**src/rtl/ps2_player_inputs.sv**
```systemverilog
// ============================================================================
// Module   : ps2_player_inputs
// Purpose  : PS/2 keyboard receiver plus scan-code decoder that maintains
//            held-key vectors for two players.
// Revision : 1.0 - initial release
// ============================================================================
`default_nettype none

module ps2_player_inputs #(
  parameter int TIMEOUT_CYCLES = 50_000,
  parameter int SYNC_STAGES    = 2
) (
  input  logic       clk,
  input  logic       reset,
  input  logic       ps2_clk,
  input  logic       ps2_data,
  output logic [6:0] p1_inputs,
  output logic [6:0] p2_inputs,
  output logic       byte_valid,
  output logic       byte_err,
  output logic [7:0] scan_byte
);

  localparam int TW = (TIMEOUT_CYCLES > 1) ? $clog2(TIMEOUT_CYCLES + 1) : 1;
  localparam logic [TW-1:0] TIMEOUT_LAST = TW'(TIMEOUT_CYCLES - 1);

  typedef enum logic [1:0] {
    IDLE   = 2'd0,
    DATA   = 2'd1,
    PARITY = 2'd2,
    STOP   = 2'd3
  } rx_state_t;

  logic [SYNC_STAGES-1:0] clk_sync;
  logic [SYNC_STAGES-1:0] data_sync;
  logic                   clk_prev;
  logic                   ps2_fall;
  logic                   ps2_bit;

  rx_state_t              state;
  logic [2:0]             bit_cnt;
  logic [7:0]             shift;
  logic                   parity_ok;
  logic [TW-1:0]          timeout_cnt;

  logic                   ext_pending;
  logic                   break_pending;
  logic [6:0]             p1_mask;
  logic [6:0]             p2_mask;

  // Bring the raw PS/2 lines into the clk domain; idle-high lines reset to 1
  always_ff @(posedge clk or negedge reset) begin
    if (!reset) begin
      clk_sync  <= '1;
      data_sync <= '1;
      clk_prev  <= 1'b1;
    end else begin
      clk_sync  <= {clk_sync[SYNC_STAGES-2:0], ps2_clk};
      data_sync <= {data_sync[SYNC_STAGES-2:0], ps2_data};
      clk_prev  <= clk_sync[SYNC_STAGES-1];
    end
  end

  assign ps2_fall = clk_prev & ~clk_sync[SYNC_STAGES-1];
  assign ps2_bit  = data_sync[SYNC_STAGES-1];

  // Frame receiver: start/data/parity/stop sampled on PS/2 falling edges,
  // with a watchdog that abandons a frame whose clock stalls
  always_ff @(posedge clk or negedge reset) begin
    if (!reset) begin
      state       <= IDLE;
      bit_cnt     <= 3'd0;
      shift       <= 8'h00;
      parity_ok   <= 1'b0;
      timeout_cnt <= '0;
      byte_valid  <= 1'b0;
      byte_err    <= 1'b0;
      scan_byte   <= 8'h00;
    end else begin
      byte_valid <= 1'b0;
      byte_err   <= 1'b0;
      if (ps2_fall) begin
        timeout_cnt <= '0;
        case (state)
          IDLE: begin
            if (!ps2_bit) begin
              state   <= DATA;
              bit_cnt <= 3'd0;
            end else begin
              byte_err <= 1'b1;
            end
          end
          DATA: begin
            shift   <= {ps2_bit, shift[7:1]};
            bit_cnt <= bit_cnt + 3'd1;
            if (bit_cnt == 3'd7) begin
              state <= PARITY;
            end
          end
          PARITY: begin
            // Odd parity across data plus parity bit
            parity_ok <= ^{shift, ps2_bit};
            state     <= STOP;
          end
          STOP: begin
            state <= IDLE;
            if (ps2_bit && parity_ok) begin
              byte_valid <= 1'b1;
              scan_byte  <= shift;
            end else begin
              byte_err <= 1'b1;
            end
          end
          default: state <= IDLE;
        endcase
      end else if (state != IDLE) begin
        if (timeout_cnt == TIMEOUT_LAST) begin
          state       <= IDLE;
          bit_cnt     <= 3'd0;
          timeout_cnt <= '0;
          byte_err    <= 1'b1;
        end else begin
          timeout_cnt <= timeout_cnt + 1'b1;
        end
      end
    end
  end

  // Key map: (extended flag, code) -> one-hot bit in the player-1 or player-2 vector
  always_comb begin
    p1_mask = 7'b0;
    p2_mask = 7'b0;
    case ({ext_pending, scan_byte})
      9'h024: p1_mask = 7'b0000001;
      9'h01C: p1_mask = 7'b0000010;
      9'h023: p1_mask = 7'b0000100;
      9'h01D: p1_mask = 7'b0001000;
      9'h01B: p1_mask = 7'b0010000;
      9'h02B: p1_mask = 7'b0100000;
      9'h034: p1_mask = 7'b1000000;
      9'h03B: p2_mask = 7'b0000001;
      9'h16B: p2_mask = 7'b0000010;
      9'h174: p2_mask = 7'b0000100;
      9'h175: p2_mask = 7'b0001000;
      9'h172: p2_mask = 7'b0010000;
      9'h042: p2_mask = 7'b0100000;
      9'h04B: p2_mask = 7'b1000000;
      default: begin
        p1_mask = 7'b0;
        p2_mask = 7'b0;
      end
    endcase
  end

  // Decoder: prefixes arm the flags, code bytes make/break keys and clear them
  always_ff @(posedge clk or negedge reset) begin
    if (!reset) begin
      ext_pending   <= 1'b0;
      break_pending <= 1'b0;
      p1_inputs     <= 7'b0;
      p2_inputs     <= 7'b0;
    end else if (byte_valid) begin
      if (scan_byte == 8'hE0) begin
        ext_pending <= 1'b1;
      end else if (scan_byte == 8'hF0) begin
        break_pending <= 1'b1;
      end else begin
        if (break_pending) begin
          p1_inputs <= p1_inputs & ~p1_mask;
          p2_inputs <= p2_inputs & ~p2_mask;
        end else begin
          p1_inputs <= p1_inputs | p1_mask;
          p2_inputs <= p2_inputs | p2_mask;
        end
        ext_pending   <= 1'b0;
        break_pending <= 1'b0;
      end
    end
  end

endmodule

`default_nettype wire

```
**config.mk**
```make
export PLATFORM = sky130hd
export DESIGN_NAME = ps2_player_inputs
export DESIGN_NICKNAME = d
export VERILOG_FILES = /design/src/rtl/ps2_player_inputs.sv
export SDC_FILE = /design/constraint.sdc
export NUM_CORES = 1
export LEC_CHECK = 0
export CAP_MARGIN = 10
export CORE_MARGIN = 3
export CORE_UTILIZATION = 57
export DETAILED_ROUTE_END_ITERATION = 10
export GPL_TIMING_DRIVEN = 0
export PLACE_DENSITY = 0.77
export SLEW_MARGIN = 20
export SYNTH_ARGS = -nofsm -noshare
export SYNTH_HDL_FRONTEND = slang
export SYNTH_SLANG_ARGS = --single-unit
```
**constraint.sdc**
```tcl
create_clock -name clk -period 2.96 [get_ports clk]
set_input_delay 0.888 -clock clk [delete_from_list [all_inputs] [get_ports clk]]
set_output_delay 0.888 -clock clk [all_outputs]
set_load 0.1 [all_outputs]
```
; ---- Yosys cells after proc, flatten, opt, wreduce, memory -nomap -nowiden
; Index checks and enable logic that the tools add are counted.
[word_totals]
reg_bits = 61
latchBits = 0
ram_bits = 0
mem_bits_ro = 0
inputBits = 4
output_inout_bits = 24
wordCells = 96
n_memories = 0
[op_classes]
add_sub_neg = 2
n_mul = 0
n_div = 0
n_lt_le_gt_ge = 0
eq_ne = 25
n_shift = 0
mux = 30
bitwise = 10
reduce_logical = 14
[op_table]
columns = operator, n
row1 = $pmux W7 S7, 2
row2 = $mux W16, 3
row3 = $eq A9 B6 Y1 const B, 5
row4 = $eq A9 B9 Y1 const B, 4
row5 = $eq A9 B5 Y1 const B, 3
row6 = $eq A9 B7 Y1 const B, 2
row7 = $add A16 B1 Y16 const B, 1
row8 = $eq A16 B16 Y1 const B, 1
row9 = $eq A8 B8 Y1 const B, 2
row10 = $and A7 B7 Y7, 2
row11 = $mux W7, 2
row12 = $not A7 Y7, 2
row13 = $or A7 B7 Y7, 2
row14 = $mux W3, 4
row15 = $mux W1, 11
row16 = $mux W2, 5
row17 = $reduce_xor A9 Y1, 1
row18 = $pmux W2 S4, 1
row19 = $reduce_and A2 Y1, 4
row20 = $reduce_and A4 Y1, 2
row21 = $ne A3 B3 Y1 const B, 2
row22 = $pmux W3 S2, 1
row23 = $reduce_and A3 Y1, 2
row24 = $reduce_bool A2 Y1, 3
row25 = 11 further kinds, 14

; ---- Depth between registers and ports, before layout
[logic_depth]
depth_word = 5
mapped_depth = 8

; ---- Worst setup path after synthesis
; OpenSTA, ideal clock, no wires.
[synth_timing]
kind = flip-flop to flip-flop
from = register scan_byte[0]
to = register (tool-made name)
t_arrival_ns = 2.481
t_required_ns = 2.823
slack_ns = 0.342
path_stages_with_launch = 7
period_less_slack_ns = 2.618
cell_sequence = dfrtp_1 > clkbuf_1 > nor2_1 > and4_1 > nor4b_1 > or3b_2 > mux2i_1
[synth_lines]
columns = item, line
row1 = "start, declared", 21  ; output logic [7:0] scan_byte
row2 = "start signal, assigned", 109  ; scan_byte <= shift;

; ---- Worst setup path after layout
[layout_timing]
from = register scan_byte[6]
to = output port scan_byte[6]
; No word-level cell between the ends.

==> results.py <==
metrics = {
    "placed_design": {
        "io_buffers": 27,
        "place_area_um2": 3332,
        "dp_cells": 381,
        "routabilityCongestion": 0.8215,
        "hpwl_mm": 4.285,
    },
    "synth": {
        "synth_area_leaders": "dfrtp_1 (47%), nand2_1 (6.7%), dfstp_2 (4.4%)",
        "seq_area_frac_synth_pct": 51.78,
        "ys_types": 51,
        "yosys.area.top_type": "dfrtp_1",
        "netlist_area_um2": 2960,
        "yosys_warnings": 0,
        "synth-main-ff-cell": "dfrtp_1",
        "postSynthCellCount": 286,
        "synth-seq-cells": 61,
        "synth_edf_count": 0,
        "postSynth.asyncResetShare_pct": 100.0,
        "yosysTopAreaCellShare_pct": 47.34,
        "synthesis.nets": 298,
        "syn_avg_cell_area_um2": 10.35,
    },
    "worst_setup_path": {
        "critPathSlowestCell": "clkdlybuf4s50_1",
        "slowest_delay_ns": 1.20,
        "cp_cell_sequence": "clkdlybuf4s50_1",
        "critical_path_required_ns": 2.07,
        "start_kind": "flip-flop",
        "cp_top_family": "buffers and inverters",
        "end_kind": "output port",
        "timing.critical_path.buf_inv": 1,
        "path_max_fanout": 8,
        "crit_arrival_ns": 2.02,
        "crit_type": "reg2out",
    },
    "clock_tree": {
        "clock_latency_ns": 0.34,
        "cts_buffers": 9,
        "root_buffer": "clkbuf_8",
        "cts_tree": "built",
        "clock_sinks": 61,
        "ctsHtreeMaxLevel": 3,
        "hold_buffers": 0,
        "clockBufferDepth": 2,
        "postCtsSetupBuffers": 0,
        "clk_pin_slew_ns": 0.06,
    },
    "worst_hold_path": {
        "hold_class": "reg2reg",
    },
    "sta": {
        "fin_skew_ns": 0.01081,
        "slew_viol_final": 0,
        "finalHoldViolations": 0,
        "tightest_slew_ns": 0.9965,
        "period_needed_ns": 2.906,
        "timing.slew.headroom_pct": 33.36,
        "period_share_pct": 98.18,
        "max_freq_mhz": 344.1,
        "rsz0062_at_grt": "false",
        "setup_viol": 0,
    },
    "floorplanning": {
        "io_pins": 28,
        "die_w_um": 78.07,
        "coreArea_um2": 4880,
        "die_h_um": 78.07,
        "die_area_um2": 6094,
        "rows": 25,
        "start_util_pct": 60.67,
    },
    "global_routing": {
        "grt_pass1_vias": 2385,
        "grt_pass1_wl_mm": 10.85,
        "antenna_found_initial": 0,
        "grt_overflow_total": 0,
        "grt_start_max_net_pins": 33,
        "grt_use_total_pct": 22.61,
    },
    "routing": {
        "first_pass_iters": 4,
        "num_vias": 2260,
        "drc": 0,
        "highest_layer": "met4",
        "wl_met2_mm": 2.965,
        "vias_per_cell": 5.693,
        "routed-wl-met3_um": 143,
        "wirelength_met1_mm": 2.758,
        "wl_per_cell_um": 15.10,
        "wl_mm": 5.993,
        "dr.first_iter.drc_count": 244,
        "ant_nets": 0,
    },
    "power_and_ir_drop": {
        "power_density_nw_per_um2": 657.3,
        "leakage_nw": 1.600,
        "irDropWorstVdd_uv": 585.2,
    },
    "flow_run": {
        "max_cap_violations": 0,
    },
    "cells_and_area": {
        "fillers": 388,
        "areaGrowthSynthToFinish_pct": 18.17,
        "final_area_um2": 3498,
        "layout.nets": 337,
        "fin_cells": 397,
        "diodes": 0,
        "drive_above_1_share_pct": 11.21,
    },
    "status": {
        "status": "complete, no violations",
    },
}
==> logic make-up after synthesis <==
logic type,count (synthesis),synth area share (%)
adder cells (fa/ha/maj),8,3.381
XOR/XNOR,15,4.438
buffers and inverters,21,2.663
multiplexers,18,6.594
flip-flops,61,51.78
AND/OR/NAND/NOR,129,22.15
AO/OA/AOI/OAI,34,9.003
==> placed cells by master, fill, tap and decap left out, types with 6 or more instances in the layout <==
master and instances:
xnor2_1 11, inv_1 12, clkbuf_1 10, nand3_1 14, nor2_1 20, nand2_1 53, clkdlybuf4s50_1 25, o21ai_0 6
clkbuf_8 10, ha_1 8, mux2_2 8, mux2i_1 9, dfrtp_1 56
==> layout make-up <==
type / instances / area, µm² / area share, %
well taps: 67 / 83.83 / 2.396
multi-input cells: 204 / 1349 / 38.55
inverters: 13 / 48.80 / 1.395
flip-flops and latches: 61 / 1533 / 43.81
clock buffers: 13 / 148.9 / 4.256
plain buffers: 8 / 30.03 / 0.8584
repair buffers: 28 / 290.3 / 8.298
clock inverters: 3 / 15.01 / 0.4292
==> report_power, final <==
part	internal (mW)	switching, mW
Sequential	0.945	0.126
Combinational	0.257	0.339
Clock	0.323	0.309
==> synthesized netlist by cell type, types with 6 or more instances <==
cell type	number
xnor2_1	11
clkbuf_1	7
inv_1	12
mux2i_1	9
nand3_1	14
ha_1	8
o21ai_0	6
nand2_1	53
nor2_1	20
dfrtp_1	56
mux2_2	8
==> per-stage QoR <==
step | hold WS [ns] | setup WS, ns | power [mW] | utilization (%) | TNS [ns]
after global placement | 0.3465 | -0.8980 | 1.641 | 67.92 | -51.34
after global routing | 0.3629 | 0.0003337 | 2.434 | 71.69 | 0
after detailed placement | 0.3484 | 0.4099 | 1.682 | 68.28 | 0
final | 0.3575 | 0.05391 | 2.300 | 71.69 | 0
after floorplan | 0.3452 | 0.3419 | 1.520 | - | 0
after CTS | 0.3578 | 0.05086 | 2.308 | 71.64 | 0
==> worst paths after layout <==
kind	slack, ns	cells past startpoint	startpoint	end
max	0.05	1	scan_byte[6]	scan_byte[6]
min	0.36	0	clk_sync[0]	clk_sync[1]
max reg2reg	0.52	5	timeout_cnt[10]	bit_cnt[0]
min reg2reg	0.36	0	clk_sync[0]	clk_sync[1]
max in group asynchronous	1.92	2	reset	data_sync[0]
min in group asynchronous	0.47	1	reset	asynchronous set/reset pin
==> layer usage <==
layer / global-route usage (%) / up-vias
li1: - / 1086
met4: 9.790 / 0
met5: 0 / -
met2: 37.67 / 33
met1: 28.68 / 1131
met3: 4.587 / 10
==> timing repair <==
| action | CTS | global route |
|---|---|---|
| gates resized for setup | 0 | 1 |
| endpoints found under the hold margin | 0 | 0 |
| setup endpoints to repair | 0 | 1 |
Power figures use the tool's default switching activity.
==> RTL edit 1 (config.mk and constraints unchanged) <==
Set the parameter `TIMEOUT_CYCLES` to 25_000 (it was 50_000).
--- a/src/rtl/ps2_player_inputs.sv
+++ b/src/rtl/ps2_player_inputs.sv
@@ -9,3 +9,3 @@
 module ps2_player_inputs #(
-  parameter int TIMEOUT_CYCLES = 50_000,
+  parameter int TIMEOUT_CYCLES = 25_000,
   parameter int SYNC_STAGES    = 2
Check against the original RTL: same outputs for any inputs over 10 cycles, from zero or initial values and one cycle with reset low; that may be too few to reach the edited logic, so the function may still have changed.
==> RTL edit 1 against the original RTL <==
First-iteration DRC count is 29% lower; critical path type unchanged; largest cell class unchanged; via count is 5.1% lower; sequential cell count is 1 lower; power is 6.2% higher; die area hardly changed; cell area is 1.5% higher; routed wire length is 4.9% lower; setup slack better by 0.016 ns; core utilization is 1.1 points higher; largest power group unchanged; maximum frequency is 0.55% higher; count of clock-buffer cells in the layout is 4 lower; combinational power is 1% higher; critical endpoint is now scan_byte[1]; area after synthesis hardly changed.
==> RTL edit 1: results (changes against the original RTL) <==
- The routed metal-1 wirelength is 2.69 mm (was 2.76 mm).
- The static leakage power came to 1.59 nW (was 1.60 nW).
- The synthesized area divided by synthesized cell count is 11.5 sq um (was 10.4 sq um).
- Cell types with the largest area share after synthesis: sky130_fd_sc_hd__dfrtp_1 (46%), sky130_fd_sc_hd__mux2_2 (8.0%), sky130_fd_sc_hd__dfstp_2 (4.4%), sky130_fd_sc_hd__ha_1 (3.4%), sky130_fd_sc_hd__xnor2_1 (2.7%) (was sky130_fd_sc_hd__dfrtp_1 (47%), sky130_fd_sc_hd__nand2_1 (6.7%), sky130_fd_sc_hd__dfstp_2 (4.4%), sky130_fd_sc_hd__ha_1 (3.4%), sky130_fd_sc_hd__xnor2_1 (3.3%)).
- The mux contribution to synthesized area was 10.3% (was 6.59%).
- The instance count after placement with tap cells included came to 353 (was 381).
- The count of cell types in the netlist was 52 (was 51).
- The instance area after placement is 0.00333 sq mm (about the same).
- The multi-input combinational cell count is 179 (was 204).
- The met3 wirelength from detailed routing is 268 um (was 143 um).
- The internal reg-to-reg setup slack is 0.77 ns (was 0.52 ns).
- Most common library cells after synthesis: sky130_fd_sc_hd__dfrtp_1 (55), sky130_fd_sc_hd__mux2_2 (21), sky130_fd_sc_hd__nand2_1 (14) (was sky130_fd_sc_hd__dfrtp_1 (56), sky130_fd_sc_hd__nand2_1 (53), sky130_fd_sc_hd__nor2_1 (20)).
- The global-route wire length before repair is 9.96 mm (was 10.8 mm).
- The beginning of the worst register-to-register path was scan_byte[4] (was timeout_cnt[10]).
- The minimum setup slack after placement was 0.339 ns (was 0.410 ns).
- The post-synthesis share of cell area spent on xor and xnor gates is 4.31% (was 4.44%).
- The synthesized-area fraction occupied by ao, oa, aoi and oai cells is 12.3% (was 9.00%).
- The synthesized-area fraction occupied by adder cells is 3.38% (about the same).
- The half-perimeter wire length after detailed placement is 4.04 mm (was 4.29 mm).
- The total wirelength of the detailed-routed design is 5.70 mm (was 5.99 mm).
- The sequential element share of the synthesized area was 50.9% (was 51.8%).
- The peak supply drop was 0.554 mV (was 0.585 mV).
- The register share of total power is 42.7% (was 46.6%).
- The layout cell share with drive strength beyond 1 is 17.9% (was 11.2%).
- The data arrival time of the critical path is 2.00 ns (was 2.02 ns).
- The average wire per standard cell is 15.4 um (was 15.1 um).
- The portion of the layout cell area used by non-clock buffers is 9.13% (was 9.16%).
- The routing usage on met1 is 28.9% (was 28.7%).
- The met3 layer usage reported by global route came to 6.31% (was 4.59%).
- The slew at the pin closest to its max-slew limit is 0.995 ns (was 0.997 ns).
- Run status: finished clean (unchanged).
- The global-route usage over all layers is 20.9% (was 22.6%).
- The switching portion of total power was 31.3% (was 33.7%).
- The sum of met2 wire segment lengths after detailed routing was 2.63 mm (was 2.97 mm).
- The logic depth of the worst register-to-register path is 4 (was 5).
- The sequential cell count is 60 (was 61).
==> RTL edit 1: repair_timing <==
item / 4_1_cts / 5_1_grt
buffers inserted: 0 / 0
setup endpoints to repair: 1 / 1
resized for setup: 1 / 1
hold buffers: 0 / 0
==> RTL edit 1: stage by stage <==
step	total power, mW	util [%]	TNS [ns]
final	2.44	72.8	0
after global placement	1.63	68.0	-48.62
after detailed placement	1.66	68.3	0
after global routing	2.60	72.8	0
after CTS	2.47	72.7	0
after floorplan	1.50	-	0
==> RTL edit 1: worst min-delay path by stage <==
| stage | from | cells after the start | slack [ns] | endpoint |
|---|---|---|---|---|
| after CTS | data_sync[0] | 0 | 0.36 | data_sync[1] |
| after global placement | data_sync[0] | 0 | 0.35 | data_sync[1] |
| after detailed placement | data_sync[0] | 0 | 0.35 | data_sync[1] |
| after global routing | data_sync[0] | 0 | 0.36 | data_sync[1] |
| after floorplan | clk_sync[0] | 0 | 0.35 | clk_sync[1] |
| final | clk_sync[0] | 0 | 0.36 | clk_sync[1] |
==> RTL edit 2 (config.mk and constraints unchanged) <==
Made on the original files. Re-encode `rx_state_t` (4 states) as Gray code, 2 bits wide.
--- a/src/rtl/ps2_player_inputs.sv
+++ b/src/rtl/ps2_player_inputs.sv
@@ -27,6 +27,6 @@
   typedef enum logic [1:0] {
-    IDLE   = 2'd0,
-    DATA   = 2'd1,
-    PARITY = 2'd2,
-    STOP   = 2'd3
+    IDLE   = 2'b00,
+    DATA   = 2'b01,
+    PARITY = 2'b11,
+    STOP   = 2'b10
   } rx_state_t;
Check against the original RTL: no difference found for any inputs over 10 cycles, from zero or initial values and one cycle with reset low; not proved beyond that.
==> RTL edit 2 against the original RTL <==
Area after synthesis is 3.1% lower; setup slack better by 0.052 ns; power is 0.50% lower; sequential cell count stayed put; cell area is 0.57% lower; synthesized cell count is 5.9% lower; register-to-register slack better by 0.08 ns; routed wire length is 2.0% lower; highest routed layer unchanged.
==> RTL edit 2: results (changes against the original RTL) <==
- The pin count of the biggest net entering global routing is 40 (was 33).
- The antenna diode instance count is 0 (unchanged).
- The clock tree skew after final layout is 0.00687 ns (was 0.0108 ns).
- The post-synthesis share of cell area spent on xor and xnor gates is 3.97% (was 4.44%).
- The worst slack on hold paths was 0.359 ns (was 0.358 ns).
- The sequential element share of the synthesized area was 53.4% (was 51.8%).
- The average wire per standard cell was 15.5 um (was 15.1 um).
- The data arrival time of the critical path is 1.97 ns (was 2.02 ns).
- The global-route usage over all layers is 22.0% (was 22.6%).
- The half-perimeter wire length after detailed placement came to 4.00 mm (was 4.29 mm).
- The worst hold endpoint is clk_sync[1] (unchanged).
- The beginning of the worst register-to-register path is timeout_cnt[5] (was timeout_cnt[10]).
- The synthesized-area fraction occupied by adder cells is 1.31% (was 3.38%).
- The global-route wire length before repair came to 10.3 mm (was 10.8 mm).
- The synthesized-area fraction occupied by ao, oa, aoi and oai cells was 12.8% (was 9.00%).
- The number of antenna violations at the first check in global routing is 0 (unchanged).
- The highest fanout seen on the critical path is 7 (was 8).
- The proportion of register bits with asynchronous set or reset after synthesis is 100% (unchanged).
- The peak supply drop is 0.503 mV (was 0.585 mV).
- The internal reg-to-reg setup slack is 0.60 ns (was 0.52 ns).
- The slew at the pin closest to its max-slew limit is 0.979 ns (was 0.997 ns).
- The count of cell types in the netlist is 43 (was 51).
- The global placer's final weighted congestion is 0.856 (was 0.822).
- The category of cells accounting for the largest share of critical-path delay is buffers and inverters (unchanged).
- The mux contribution to synthesized area came to 7.81% (was 6.59%).
- Cell types with the largest area share after synthesis: sky130_fd_sc_hd__dfrtp_1 (49%), sky130_fd_sc_hd__mux2_2 (5.9%), sky130_fd_sc_hd__dfstp_2 (4.6%), sky130_fd_sc_hd__nand2_1 (4.1%), sky130_fd_sc_hd__o31ai_1 (3.9%) (was sky130_fd_sc_hd__dfrtp_1 (47%), sky130_fd_sc_hd__nand2_1 (6.7%), sky130_fd_sc_hd__dfstp_2 (4.4%), sky130_fd_sc_hd__ha_1 (3.4%), sky130_fd_sc_hd__xnor2_1 (3.3%)).
- The number of global-route vias before repair came to 2070 (was 2385).
- The detailed-route via count came to 2151 (was 2260).
- The delay of the slowest critical-path stage is 1.17 ns (was 1.20 ns).
- Most common library cells after synthesis: sky130_fd_sc_hd__dfrtp_1 (56), sky130_fd_sc_hd__nand2_1 (31), sky130_fd_sc_hd__o21ai_0 (20) (was sky130_fd_sc_hd__dfrtp_1 (56), sky130_fd_sc_hd__nand2_1 (53), sky130_fd_sc_hd__nor2_1 (20)).
- The layout cell share with drive strength beyond 1 is 15.3% (was 11.2%).
- The DRC marker count from the first detailed-route iteration is 148 (was 244).
- The post-layout net count came to 315 (was 337).
- The static leakage power is 1.56 nW (was 1.60 nW).
- The number of inserted filler cells in the final layout is 351 (was 388).
- The count of warnings emitted by yosys is 0 (unchanged).
- Run status: finished clean (unchanged).
- The post-synth net total is 276 (was 298).
==> RTL edit 2: cell types whose count changed after synthesis, sizes merged, moves of 5 or more <==
| cell | change |
|---|---|
| o21ai | +13 |
| inv | -5 |
| ha | -5 |
| mux2i | -5 |
| o31ai | +12 |
| nand2 | -22 |
| mux2 | +7 |
==> RTL edit 2: power by group <==
group,internal [mW],switching (mW)
Combinational,0.210,0.196
Clock,0.502,0.342
Sequential,0.934,0.104
==> RTL edit 2: cell type report <==
| class | count | share of cell area, % |
|---|---|---|
| sequential | 61 | 44.1 |
| clock inverter | 6 | 2.70 |
| tap | 67 | 2.41 |
| buffer | 9 | 1.04 |
| multi-input combinational | 192 | 36.6 |
| clock buffer | 10 | 3.96 |
| timing repair buffer | 28 | 8.49 |
| inverter | 7 | 0.755 |
==> RTL edit 2: through the flow <==
| stage | utilization [%] | power, mW | setup WS (ns) | instances | area [sq um] |
|---|---|---|---|---|---|
| CTS | 72.5 | 2.31 | 0.0127 | 380 | 3470 |
| finish | 72.7 | 2.29 | 0.105 | 380 | 3480 |
| global placement | 67.3 | 1.44 | -0.903 | 363 | 3220 |
| global route | 72.7 | 2.42 | 0.0307 | 380 | 3480 |
| floorplan | - | 1.35 | 0.856 | 269 | 2870 |
| detailed placement | 67.7 | 1.46 | 0.401 | 364 | 3240 |
==> RTL edit 2: worst max-delay path by stage <==
stage	startpoint	to	slack [ns]	depth (start not counted)
4_1_cts	scan_byte[6]	scan_byte[6]	0.01	1
3_5_place_dp	scan_byte[6]	scan_byte[6]	0.40	1
3_3_place_gp	reset	scan_byte[3]	-0.90	1
2_1_floorplan	byte_valid	register	0.86	6
6_report	scan_byte[1]	scan_byte[1]	0.11	1
5_1_grt	scan_byte[4]	scan_byte[4]	0.03	1
==> RTL edit 2: cells by family after synthesis <==
logic type / count (synthesis)
xor+xnor: 13
buf+inv: 16
mux: 20
fa+ha+maj: 3
compound gates: 55
simple gates: 101
flops: 61
==> RTL edit 2: metal layers <==
metal / share of wire, % / GRT usage [%]
met1: 47 / 30.4
met4: 1.5 / 7.25
met5: 0 / 0
met2: 47 / 33.0
met3: 4.7 / 7.16
